`config.mk`:
```
export PLATFORM = sky130hd
export DESIGN_NAME = multicycle_controller
export DESIGN_NICKNAME = d
export VERILOG_FILES = /design/src/rtl/multicycle_controller_pkg.sv /design/src/rtl/multicycle_controller_alu_decoder.sv /design/src/rtl/multicycle_controller.sv
export SDC_FILE = /design/constraint.sdc
export NUM_CORES = 1
export LEC_CHECK = 0
export BUFFER_PORTS_ARGS = -buffer_cell sky130_fd_sc_hd__buf_2
export CAP_MARGIN = 20
export CORE_MARGIN = 5
export CORE_UTILIZATION = 44
export DETAILED_ROUTE_END_ITERATION = 6
export PLACE_DENSITY_LB_ADDON = 0.05
export RECOVER_POWER = 50
export SYNTH_ARGS = -nofsm -noshare
export SYNTH_HDL_FRONTEND = slang
export SYNTH_SLANG_ARGS = --single-unit
```
`constraint.sdc`:
```
create_clock -name clk -period 1.4 [get_ports clk]
set_input_delay 0.07 -clock clk [delete_from_list [all_inputs] [get_ports clk]]
set_output_delay 0.07 -clock clk [all_outputs]
set_load 0.01 [all_outputs]
```
`src/rtl/multicycle_controller_pkg.sv`:
```
// Shared control encodings for the multicycle RV32I controller.
// Opcodes, FSM states, ALUOp, ResultSrc, operand-select and ALUControl codes.
package multicycle_controller_pkg;

    localparam logic [6:0] OP_LOAD   = 7'b0000011;
    localparam logic [6:0] OP_STORE  = 7'b0100011;
    localparam logic [6:0] OP_RTYPE  = 7'b0110011;
    localparam logic [6:0] OP_ITYPE  = 7'b0010011;
    localparam logic [6:0] OP_BRANCH = 7'b1100011;
    localparam logic [6:0] OP_JAL    = 7'b1101111;

    typedef enum logic [3:0] {
        S_FETCH    = 4'd0,
        S_DECODE   = 4'd1,
        S_MEMADR   = 4'd2,
        S_MEMREAD  = 4'd3,
        S_MEMWRITE = 4'd4,
        S_MEMWB    = 4'd5,
        S_EXECUTER = 4'd6,
        S_EXECUTEI = 4'd7,
        S_ALUWB    = 4'd8,
        S_BEQ      = 4'd9,
        S_JAL      = 4'd10,
        S_TRAP     = 4'd11
    } state_t;

    localparam logic [1:0] ALUOP_ADD  = 2'b00;
    localparam logic [1:0] ALUOP_SUB  = 2'b01;
    localparam logic [1:0] ALUOP_FUNC = 2'b10;

    localparam logic [1:0] RES_ALUOUT    = 2'b00;
    localparam logic [1:0] RES_DATA      = 2'b01;
    localparam logic [1:0] RES_ALURESULT = 2'b10;

    localparam logic [1:0] SRCA_PC    = 2'b00;
    localparam logic [1:0] SRCA_OLDPC = 2'b01;
    localparam logic [1:0] SRCA_RD1   = 2'b10;

    localparam logic [1:0] SRCB_WD   = 2'b00;
    localparam logic [1:0] SRCB_IMM  = 2'b01;
    localparam logic [1:0] SRCB_FOUR = 2'b10;

    localparam logic [1:0] IMM_I = 2'b00;
    localparam logic [1:0] IMM_S = 2'b01;
    localparam logic [1:0] IMM_B = 2'b10;
    localparam logic [1:0] IMM_J = 2'b11;

    localparam logic [2:0] ALU_ADD = 3'b000;
    localparam logic [2:0] ALU_SUB = 3'b001;
    localparam logic [2:0] ALU_AND = 3'b010;
    localparam logic [2:0] ALU_OR  = 3'b011;
    localparam logic [2:0] ALU_SLT = 3'b101;

endpackage

```
`src/rtl/multicycle_controller_alu_decoder.sv`:
```
// ALU control decode from ALUOp and instruction fields.
// Shared with the single-cycle core; unlisted funct3 falls back to add.
module alu_decoder
    import multicycle_controller_pkg::*;
(
    input  logic [1:0] aluop,
    input  logic [2:0] funct3,
    input  logic       op5,
    input  logic       funct7b5,
    output logic [2:0] alucontrol
);

    always_comb begin
        alucontrol = ALU_ADD;
        case (aluop)
            ALUOP_ADD: alucontrol = ALU_ADD;
            ALUOP_SUB: alucontrol = ALU_SUB;
            ALUOP_FUNC: begin
                case (funct3)
                    3'b000:  alucontrol = (op5 & funct7b5) ? ALU_SUB : ALU_ADD;
                    3'b010:  alucontrol = ALU_SLT;
                    3'b110:  alucontrol = ALU_OR;
                    3'b111:  alucontrol = ALU_AND;
                    default: alucontrol = ALU_ADD;
                endcase
            end
            default: alucontrol = ALU_ADD;
        endcase
    end

endmodule

```
`src/rtl/multicycle_controller.sv`:
```
// Main control FSM for the multicycle RV32I core.
// Moore outputs from state; memory states stall on MemReady.
module multicycle_controller
    import multicycle_controller_pkg::*;
#(
    parameter bit TRAP_EN = 1'b1
) (
    input  logic       clk,
    input  logic       reset,
    input  logic [6:0] op,
    input  logic [2:0] funct3,
    input  logic       funct7b5,
    input  logic       Zero,
    input  logic       MemReady,
    output logic       PCWrite,
    output logic       AdrSrc,
    output logic       MemWrite,
    output logic       IRWrite,
    output logic       RegWrite,
    output logic [1:0] ResultSrc,
    output logic [1:0] ALUSrcA,
    output logic [1:0] ALUSrcB,
    output logic [1:0] ImmSrc,
    output logic [2:0] ALUControl,
    output logic       Trap
);

    state_t     state;
    state_t     next;
    logic [1:0] aluop;
    logic       branch;
    logic       pcupdate;

    always_ff @(posedge clk or negedge reset) begin
        if (!reset) state <= S_FETCH;
        else        state <= next;
    end

    always_comb begin
        next      = state;
        aluop     = ALUOP_ADD;
        branch    = 1'b0;
        pcupdate  = 1'b0;
        AdrSrc    = 1'b0;
        MemWrite  = 1'b0;
        IRWrite   = 1'b0;
        RegWrite  = 1'b0;
        ResultSrc = RES_ALUOUT;
        ALUSrcA   = SRCA_PC;
        ALUSrcB   = SRCB_WD;
        Trap      = 1'b0;
        case (state)
            S_FETCH: begin
                ALUSrcB   = SRCB_FOUR;
                ResultSrc = RES_ALURESULT;
                // IR load and PC+4 both gate on MemReady so a stalled fetch advances PC once
                IRWrite   = MemReady;
                pcupdate  = MemReady;
                if (MemReady) next = S_DECODE;
            end
            S_DECODE: begin
                ALUSrcA = SRCA_OLDPC;
                ALUSrcB = SRCB_IMM;
                case (op)
                    OP_LOAD, OP_STORE: next = S_MEMADR;
                    OP_RTYPE:          next = S_EXECUTER;
                    OP_ITYPE:          next = S_EXECUTEI;
                    OP_BRANCH:         next = S_BEQ;
                    OP_JAL:            next = S_JAL;
                    default:           next = TRAP_EN ? S_TRAP : S_FETCH;
                endcase
            end
            S_MEMADR: begin
                ALUSrcA = SRCA_RD1;
                ALUSrcB = SRCB_IMM;
                next    = op[5] ? S_MEMWRITE : S_MEMREAD;
            end
            S_MEMREAD: begin
                AdrSrc = 1'b1;
                if (MemReady) next = S_MEMWB;
            end
            S_MEMWRITE: begin
                AdrSrc   = 1'b1;
                MemWrite = 1'b1;
                if (MemReady) next = S_FETCH;
            end
            S_MEMWB: begin
                ResultSrc = RES_DATA;
                RegWrite  = 1'b1;
                next      = S_FETCH;
            end
            S_EXECUTER: begin
                ALUSrcA = SRCA_RD1;
                ALUSrcB = SRCB_WD;
                aluop   = ALUOP_FUNC;
                next    = S_ALUWB;
            end
            S_EXECUTEI: begin
                ALUSrcA = SRCA_RD1;
                ALUSrcB = SRCB_IMM;
                aluop   = ALUOP_FUNC;
                next    = S_ALUWB;
            end
            S_ALUWB: begin
                RegWrite = 1'b1;
                next     = S_FETCH;
            end
            S_BEQ: begin
                ALUSrcA = SRCA_RD1;
                ALUSrcB = SRCB_WD;
                aluop   = ALUOP_SUB;
                branch  = 1'b1;
                next    = S_FETCH;
            end
            S_JAL: begin
                ALUSrcA  = SRCA_OLDPC;
                ALUSrcB  = SRCB_FOUR;
                pcupdate = 1'b1;
                next     = S_ALUWB;
            end
            S_TRAP: begin
                Trap = 1'b1;
                next = S_TRAP;
            end
            default: next = S_FETCH;
        endcase
    end

    assign PCWrite = (branch & Zero) | pcupdate;

    always_comb begin
        ImmSrc = IMM_I;
        case (op)
            OP_STORE:  ImmSrc = IMM_S;
            OP_BRANCH: ImmSrc = IMM_B;
            OP_JAL:    ImmSrc = IMM_J;
            default:   ImmSrc = IMM_I;
        endcase
    end

    alu_decoder u_alu_dec (
        .aluop      (aluop),
        .funct3     (funct3),
        .op5        (op[5]),
        .funct7b5   (funct7b5),
        .alucontrol (ALUControl)
    );

endmodule

```
==> results of run 1 <==
==> cells by family after synthesis <==
group           synth area share
simple gates              0.4272
flops                     0.1575
fa+ha+maj                0.03936
compound gates            0.2441
buf+inv                  0.09054
xor+xnor                 0.04135
==> through the flow <==
stage	hold WS, ns	util
4_1_cts	0.1716	0.8386
3_5_place_dp	-0.1237	0.6520
2_1_floorplan	-0.2256	-
3_3_place_gp	-0.1216	0.6520
==> repair_timing <==
item	CTS
resized for setup	33
endpoints found under the hold margin	4
buffers inserted	10
endpoints found under the setup margin	8
pin swaps	15
hold buffers	1
==> key figures, run 1 <==
Placement
  • Port Buffer Count: 31
  • GPL Wtd Cong: 0.8815
  • Placed Area: 869.6 µm²
  • Worst setup slack before clock tree synthesis: -0.03754 ns
  • Post-DP HPWL: 1489 µm
  • Total placed cells including tap cells: 150

Logic synthesis
  • Post-synthesis sequential area ratio: 0.1575
  • Yosys warning total: 0
  • Mapped cell area: 635.6 µm²
  • Count of cell types in the netlist: 33
  • Post-synthesis average cell area: 6.420 µm²
  • Dominant register cell in the synthesized netlist: sky130_fd_sc_hd__dfrtp_1
  • Yosys top cell by area: sky130_fd_sc_hd__dfrtp_1
  • Post-synth top area share: 0.1575
  • Proportion of register bits with asynchronous set or reset after synthesis: 1.000
  • Most frequently used cell type in the post-synthesis netlist: sky130_fd_sc_hd__nor2_1
  • Post-synthesis sequential element count: 4
  • Number of enable flip-flop cells after synthesis: 0
  • Most frequent cells after synthesis: sky130_fd_sc_hd__nor2_1 (21), sky130_fd_sc_hd__a21oi_1 (11), sky130_fd_sc_hd__buf_2 (7), sky130_fd_sc_hd__nor3_1 (7)
  • Leading cell types by total area after synthesis: sky130_fd_sc_hd__dfrtp_1 (16%), sky130_fd_sc_hd__nor2_1 (12%), sky130_fd_sc_hd__a21oi_1 (8.7%)
  • Gate count of the mapped netlist: 99
  • Synth Net Count: 116

Clock network
  • Maximum number of buffers from clock root to sink: 2
  • Clock root buffer: sky130_fd_sc_hd__clkbuf_4
  • CTS H-Tree Depth: 1
  • Number of buffers inserted during clock tree synthesis: 3
  • Clock sink count: 4

Timing
  • Worst-path endpoint category: output port
  • Worst endpoint left by the global-route repair_timing run: ALUControl[1]

Floorplanning
  • Die width: 48.01 µm
  • Number of placement rows: 13
  • Height of the die: 48.01 µm
  • Initial standard-cell utilization of the core: 0.4765
  • Ports: 32

Run status
  • Outcome: stopped before the end
  • Stopped at: global routing (5_1_grt)
  • Error Message: [ERROR DPL-0038] Utilization greater than 100%, impossible to legalize

GRT
  • Pin count of the biggest net entering global routing: 15
==> run 2, diff against run 1 <==
- CORE_AREA: unset -> 5 5 66 68
- CORE_MARGIN: 5 -> unset
- CORE_UTILIZATION: 44 -> unset
- DIE_AREA: unset -> 0 0 71 73
- PLACE_DENSITY_LB_ADDON: 0.05 -> 0.15
==> run 2 against run 1 <==
Net effect:
- the flow now finishes, with violations (negative setup slack)
- synthesized cell count is the same
- synthesized area is the same
==> key figures, run 2 <==
Run status
  • Outcome: finished with violations
  • Violations in the final reports: negative setup slack

Timing
  • Clock period minus worst slack: 1.519 ns
  • Final hold slack: 0.1938 ns
  • Setup WS post-layout: -0.1189 ns
  • RSZ-0062 raised after global routing: yes
  • Worst slew margin relative to its limit: 0.8318
  • Post-route clock skew: 0.001686 ns
  • Maximum frequency from static timing analysis: 0.6584 GHz
  • Hold violation count in the final report: 0
  • Max-slew violation count: 0
  • Period utilization: 1.085
  • Actual slew at the worst max-slew pin: 0.2501 ns
  • Final setup vio count: 12

Finish
  • Most used cells in the layout excluding fill and tap cells: sky130_fd_sc_hd__buf_2 (28), sky130_fd_sc_hd__buf_4 (22), sky130_fd_sc_hd__nor2_1 (14), sky130_fd_sc_hd__a21oi_1 (8), sky130_fd_sc_hd__buf_6 (6)
  • Area of the multi-input gates: 671.9 µm²
  • Number of filler cells placed in the layout: 425
  • Fin nets: 176
  • Most common cell after layout, fill and taps aside: sky130_fd_sc_hd__buf_2
  • Largest regs: state: 4 flops
  • Fraction of layout instances using a drive strength above 1: 0.6369
  • Post-route insts no fill: 207
  • Max reg flops: 4
  • Number of antenna diodes: 0
  • Synth-to-layout area growth: 111.2%
  • Most flops, register: state
  • Storage cell area: 102.6 µm²

Logic synthesis
  • Proportion of register bits with asynchronous set or reset after synthesis: 1.000
  • Count of cell types in the netlist: 33
  • Yosys warning total: 0
  • Synth Net Count: 116
  • Most frequent cells after synthesis: sky130_fd_sc_hd__nor2_1 (21), sky130_fd_sc_hd__a21oi_1 (11), sky130_fd_sc_hd__buf_2 (7), sky130_fd_sc_hd__nor3_1 (7)
  • Most frequently used cell type in the post-synthesis netlist: sky130_fd_sc_hd__nor2_1
  • Number of enable flip-flop cells after synthesis: 0
  • Post-synthesis sequential element count: 4
  • Dominant register cell in the synthesized netlist: sky130_fd_sc_hd__dfrtp_1
  • Gate count of the mapped netlist: 99
  • Leading cell types by total area after synthesis: sky130_fd_sc_hd__dfrtp_1 (16%), sky130_fd_sc_hd__nor2_1 (12%), sky130_fd_sc_hd__a21oi_1 (8.7%)
  • Post-synthesis average cell area: 6.420 µm²
  • Mapped cell area: 635.6 µm²
  • Yosys top cell by area: sky130_fd_sc_hd__dfrtp_1
  • Post-synth top area share: 0.1575
  • Post-synthesis sequential area ratio: 0.1575

Worst setup path
  • Standard cell with the maximum stage delay on the critical path: sky130_fd_sc_hd__dfrtp_1
  • Number of buffers and inverters on the critical path: 2
  • WP data required: 1.33 ns
  • Worst Setup Start Kind: flop
  • Crit path DAT: 1.45 ns
  • CP cell instances: nand2b_4 > nor2_4 > nand2_4 > inv_2 > ha_4 > nor3_2 > buf_2
  • Slowest cell delay on critical path: 0.39 ns
  • Worst setup path class: reg2out
  • Critical Path End Type: output port
  • Biggest fanout along the worst timing path: 3
  • Critical path's top delay family: simple AND/OR/NAND/NOR gates

Power and ir drop
  • VDD IR max: 0.4405 mV
  • Total power per unit cell area: 1815 nW/µm²
  • Leakage component of the power: 0.6275 nW

GRT
  • Remaining global-route overflow: 0
  • Initial antenna violation count: 0
  • Pin count of the biggest net entering global routing: 14
  • Global-route wire length before repair: 4271 µm
  • Global router's overall resource usage: 0.1030
  • Number of global-route vias before repair: 968

Placement
  • Port Buffer Count: 31
  • Post-DP HPWL: 1804 µm
  • Total placed cells including tap cells: 188
  • GPL Wtd Cong: 0.8604

Clock network
  • Number of buffers inserted during clock tree synthesis: 3
  • CTS tree: built
  • Clock sink count: 4
  • Skew-Pair Late Insertion Delay: 0.22 ns
  • Clock root buffer: sky130_fd_sc_hd__clkbuf_8
  • Maximum number of buffers from clock root to sink: 2
  • CTS H-Tree Depth: 1
  • Clock transition at the register clock pins on the worst setup and hold paths after CTS: 0.03 ns

Floorplanning
  • Number of placement rows: 23
  • Core region area: 3799 µm²
  • Ports: 32
  • Die footprint: 5183 µm²
  • Die width: 71 µm
  • Height of the die: 73 µm
  • Initial standard-cell utilization of the core: 0.1673

Worst hold path
  • Hold WC Path Type: in2reg

Detailed routing
  • Drt total wl: 2509 µm
  • Total iterations of the first detailed-routing run: 4
  • Post-route DRC: 0
  • Average vias per placed instance: 4.372
  • Wire length per cell: 12.12 µm
  • Post-detailed-route count of antenna-violating nets: 0
  • Vias post-DR: 905
  • Initial drt markers: 14

Job
  • # Max-Cap Violations: 0
-- run 2: cell counts after synthesis --
No cell type changed its count.
-- run 2: per-layer routing --
metal / GRT usage / part of all wire
met5: 0 / 0
met4: 0.05637 / 0.028
met3: 0.01240 / 0.055
met2: 0.1720 / 0.47
met1: 0.1290 / 0.44
-- run 2: logic make-up (layout without fill, tap and decap cells) --
family | Yosys count | in the layout | synth area share
AOI/OAI and AO/OA | 25 | 25 | 0.2441
and+or+nand+nor | 52 | 52 | 0.4272
DFF | 4 | 4 | 0.1575
adders and majority gates | 2 | 2 | 0.03936
xor gates and xnor gates | 3 | 3 | 0.04135
buffers and inverters | 13 | 71 | 0.09054
-- run 2: layout make-up --
type,instances,area share
inverter,6,0.01678
tap,50,0.04660
multi-input combinational,82,0.5005
sequential,4,0.07642
clock buffer,3,0.03075
timing repair buffer,62,0.3290
-- run 2: tightest hold or removal path, cell delays in order --
cell	delay, ns
sky130_fd_sc_hd__buf_2	0.12
sky130_fd_sc_hd__inv_1	0.06
sky130_fd_sc_hd__nand2_1	0.06
sky130_fd_sc_hd__o31ai_2	0.06
-- run 2: per-stage QoR --
stage | utilization | power (mW) | instance area [µm²] | TNS (ns) | worst slack [ns]
2_1_floorplan | - | 0.9713 | 640.6 | -0.005537 | -0.005537
3_3_place_gp | 0.2464 | 1.497 | 935.9 | -0.1402 | -0.05994
3_5_place_dp | 0.2464 | 1.502 | 935.9 | -0.2654 | -0.08882
4_1_cts | 0.3185 | 2.197 | 1210 | -0.9196 | -0.1391
5_1_grt | 0.3534 | 2.630 | 1343 | -1.561 | -0.2114
6_report | 0.3534 | 2.436 | 1343 | -0.7291 | -0.1189
-- run 2: final timing paths --
check / from / endpoint / slack, ns / cells after the start
setup / recovery: state[2] / ALUControl[1] / -0.12 / 7
hold / removal: MemReady / state[2] / 0.19 / 4
setup reg to reg: state[2] / state[0] / -0.01 / 7
hold reg to reg: state[3] / state[2] / 0.71 / 2
max in group asynchronous: reset / state[0] / 0.97 / 2
min in group asynchronous: reset / state[1] / 0.22 / 2
-- run 2: timing repair --
action	4_1_cts	5_1_grt
hold endpoints to repair	4	0
gates resized for setup	26	25
gates cloned	1	0
setup buffers	10	4
setup endpoints to repair	13	14
pin swaps	8	7
hold buffers	1	0
-- run 2: report_power, final --
part           leakage (nW)  total (mW)  switching [mW]  internal, mW
clock                0.0216       0.242          0.0585         0.183
combinational         0.557        1.94           0.923          1.02
sequential           0.0491       0.252          0.0844         0.168
No activity file was read; power rests on OpenSTA's default activity.
==> run 3, diff against run 2 <==
- SKIP_LAST_GASP: unset -> 1
==> run 3 against run 2 <==
Net effect:
- the flow still finishes with violations (negative setup slack)
- wire length is 1.4% lower
- clock power about the same
- total power shrank 1.0%
- global-route usage stayed put
- largest cell class unchanged
- largest power group unchanged
==> key figures, run 3 (same netlist as run 2, synthesis figures left out) <==
GRT
  • Global router's overall resource usage: 0.1030
  • Global-route wire length before repair: 4271 µm
  • Remaining global-route overflow: 0
  • Pin count of the biggest net entering global routing: 14
  • Initial antenna violation count: 0
  • Number of global-route vias before repair: 968

Finish
  • Area of the multi-input gates: 661.9 µm²
  • Number of filler cells placed in the layout: 426
  • Utilization after layout: 0.3488
  • Fin nets: 175
  • Largest regs: state: 4 flops
  • Most common cell after layout, fill and taps aside: sky130_fd_sc_hd__buf_2
  • Most flops, register: state
  • Number of antenna diodes: 0
  • Storage cell area: 102.6 µm²
  • Most used cells in the layout excluding fill and tap cells: sky130_fd_sc_hd__buf_2 (28), sky130_fd_sc_hd__buf_4 (21), sky130_fd_sc_hd__nor2_1 (14), sky130_fd_sc_hd__a21oi_1 (8), sky130_fd_sc_hd__buf_6 (6)
  • Fraction of layout instances using a drive strength above 1: 0.6346
  • Post-route insts no fill: 206
  • Synth-to-layout area growth: 108.5%
  • Max reg flops: 4

Job
  • # Max-Cap Violations: 0

Timing
  • Actual slew at the worst max-slew pin: 0.2501 ns
  • Setup WS post-layout: -0.1151 ns
  • RSZ-0062 raised after global routing: yes
  • Period utilization: 1.082
  • Post-route clock skew: 0.001804 ns
  • Final setup TNS: -0.7299 ns
  • Worst slew margin relative to its limit: 0.8318
  • Clock period minus worst slack: 1.515 ns
  • Hold violation count in the final report: 0
  • Max-slew violation count: 0
  • Maximum frequency from static timing analysis: 0.6600 GHz
  • Final setup vio count: 11

Worst setup path
  • Worst setup path class: reg2out
  • Critical Path End Type: output port
  • Worst reg2reg startpoint: state[1]
  • Worst Setup Start Kind: flop
  • Most repeated library cell on the critical path: sky130_fd_sc_hd__inv_2
  • Biggest fanout along the worst timing path: 8
  • Launching element of the worst setup path: state[1]
  • CP cell instances: inv_2 > nor2_4 > inv_2 > ha_4 > a31oi_4 > nor2_1 > buf_2
  • WP data required: 1.33 ns
  • Crit path DAT: 1.45 ns
  • Slowest cell delay on critical path: 0.47 ns
  • Standard cell with the maximum stage delay on the critical path: sky130_fd_sc_hd__dfrtp_2

Power and ir drop
  • Total power per unit cell area: 1819 nW/µm²
  • VDD IR max: 0.4404 mV
  • Pwr Total: 2.411 mW
  • Leakage component of the power: 0.6123 nW

Placement
  • GPL Wtd Cong: 0.8604
  • Port Buffer Count: 31
  • Post-DP HPWL: 1804 µm
  • Total placed cells including tap cells: 188

Worst hold path
  • Hold Startpoint: MemReady
  • Hold WC Path Type: in2reg

Floorplanning
  • Die width: 71 µm
  • Initial standard-cell utilization of the core: 0.1673
  • Height of the die: 73 µm
  • Ports: 32
  • Number of placement rows: 23
  • Core region area: 3799 µm²
  • Die footprint: 5183 µm²

Clock network
  • Maximum number of buffers from clock root to sink: 2
  • Number of buffers inserted during clock tree synthesis: 3
  • Clock sink count: 4
  • Skew-Pair Late Insertion Delay: 0.22 ns
  • CTS H-Tree Depth: 1
  • Clock root buffer: sky130_fd_sc_hd__clkbuf_8
  • CTS tree: built
  • Clock transition at the register clock pins on the worst setup and hold paths after CTS: 0.03 ns

Run status
  • Outcome: finished with violations
  • Violations in the final reports: negative setup slack

Detailed routing
  • Vias post-DR: 907
  • Average vias per placed instance: 4.403
  • Initial drt markers: 12
  • Post-detailed-route count of antenna-violating nets: 0
  • Total iterations of the first detailed-routing run: 4
  • Post-route DRC: 0
  • Drt total wl: 2474 µm
  • Wire length per cell: 12.01 µm
run 3: final timing paths:
check | end | slack (ns) | depth (start not counted)
hold reg to reg | state[2] | 0.70 | 2
setup reg to reg | state[2] | -0.02 | 5
hold / removal | state[2] | 0.19 | 4
setup / recovery | ALUControl[0] | -0.12 | 7
max in group asynchronous | state[0] | 0.96 | 2
min in group asynchronous | state[1] | 0.22 | 2
run 3: layout make-up:
| cell class | instances | share of cell area |
|---|---|---|
| inverter | 6 | 0.01700 |
| timing repair buffer | 61 | 0.3277 |
| clock buffer | 3 | 0.03116 |
| sequential | 4 | 0.07743 |
| tap | 50 | 0.04721 |
| multi-input combinational | 82 | 0.4995 |
run 3: repair_timing:
item,in CTS,in global routing
pin swaps,7,9
hold endpoints to repair,4,0
setup buffers,10,3
resized for setup,25,24
gates cloned,1,0
hold buffers,1,0
endpoints found under the setup margin,13,14
run 3: layer usage:
layer / routed length, µm / share of wire / vias to the layer above / GRT usage
met3: 120 / 0.049 / 6 / 0.01240
met4: 70 / 0.028 / 0 / 0.05637
met2: 1192 / 0.48 / 32 / 0.1720
met5: 0 / 0 / - / 0
met1: 1090 / 0.44 / 414 / 0.1290
li1: - / - / 455 / -
run 3: worst max-delay path, delay by kind of cell, from the launching register on:
kind                     cells  cell delay [ns]
buffers and inverters        3             0.27
flip-flops                   1             0.47
AO/OA/AOI/OAI                1             0.13
adder cells (fa/ha/maj)      1             0.16
AND/OR/NAND/NOR              2             0.21
run 3: power breakdown:
part           internal [mW]  switching [mW]  total, mW
Clock                  0.183          0.0584      0.242
Sequential             0.168          0.0845      0.252
Combinational           1.01           0.909       1.92
run 3: metrics by stage:
| step | hold slack (ns) | area, µm² | setup slack, ns |
|---|---|---|---|
| floorplan | -0.2256 | 640.6 | -0.005537 |
| global placement | -0.1110 | 935.9 | -0.05994 |
| detailed placement | -0.1172 | 935.9 | -0.08882 |
| CTS | 0.1900 | 1205 | -0.1391 |
| global route | 0.2131 | 1325 | -0.2114 |
| finish | 0.1941 | 1325 | -0.1151 |
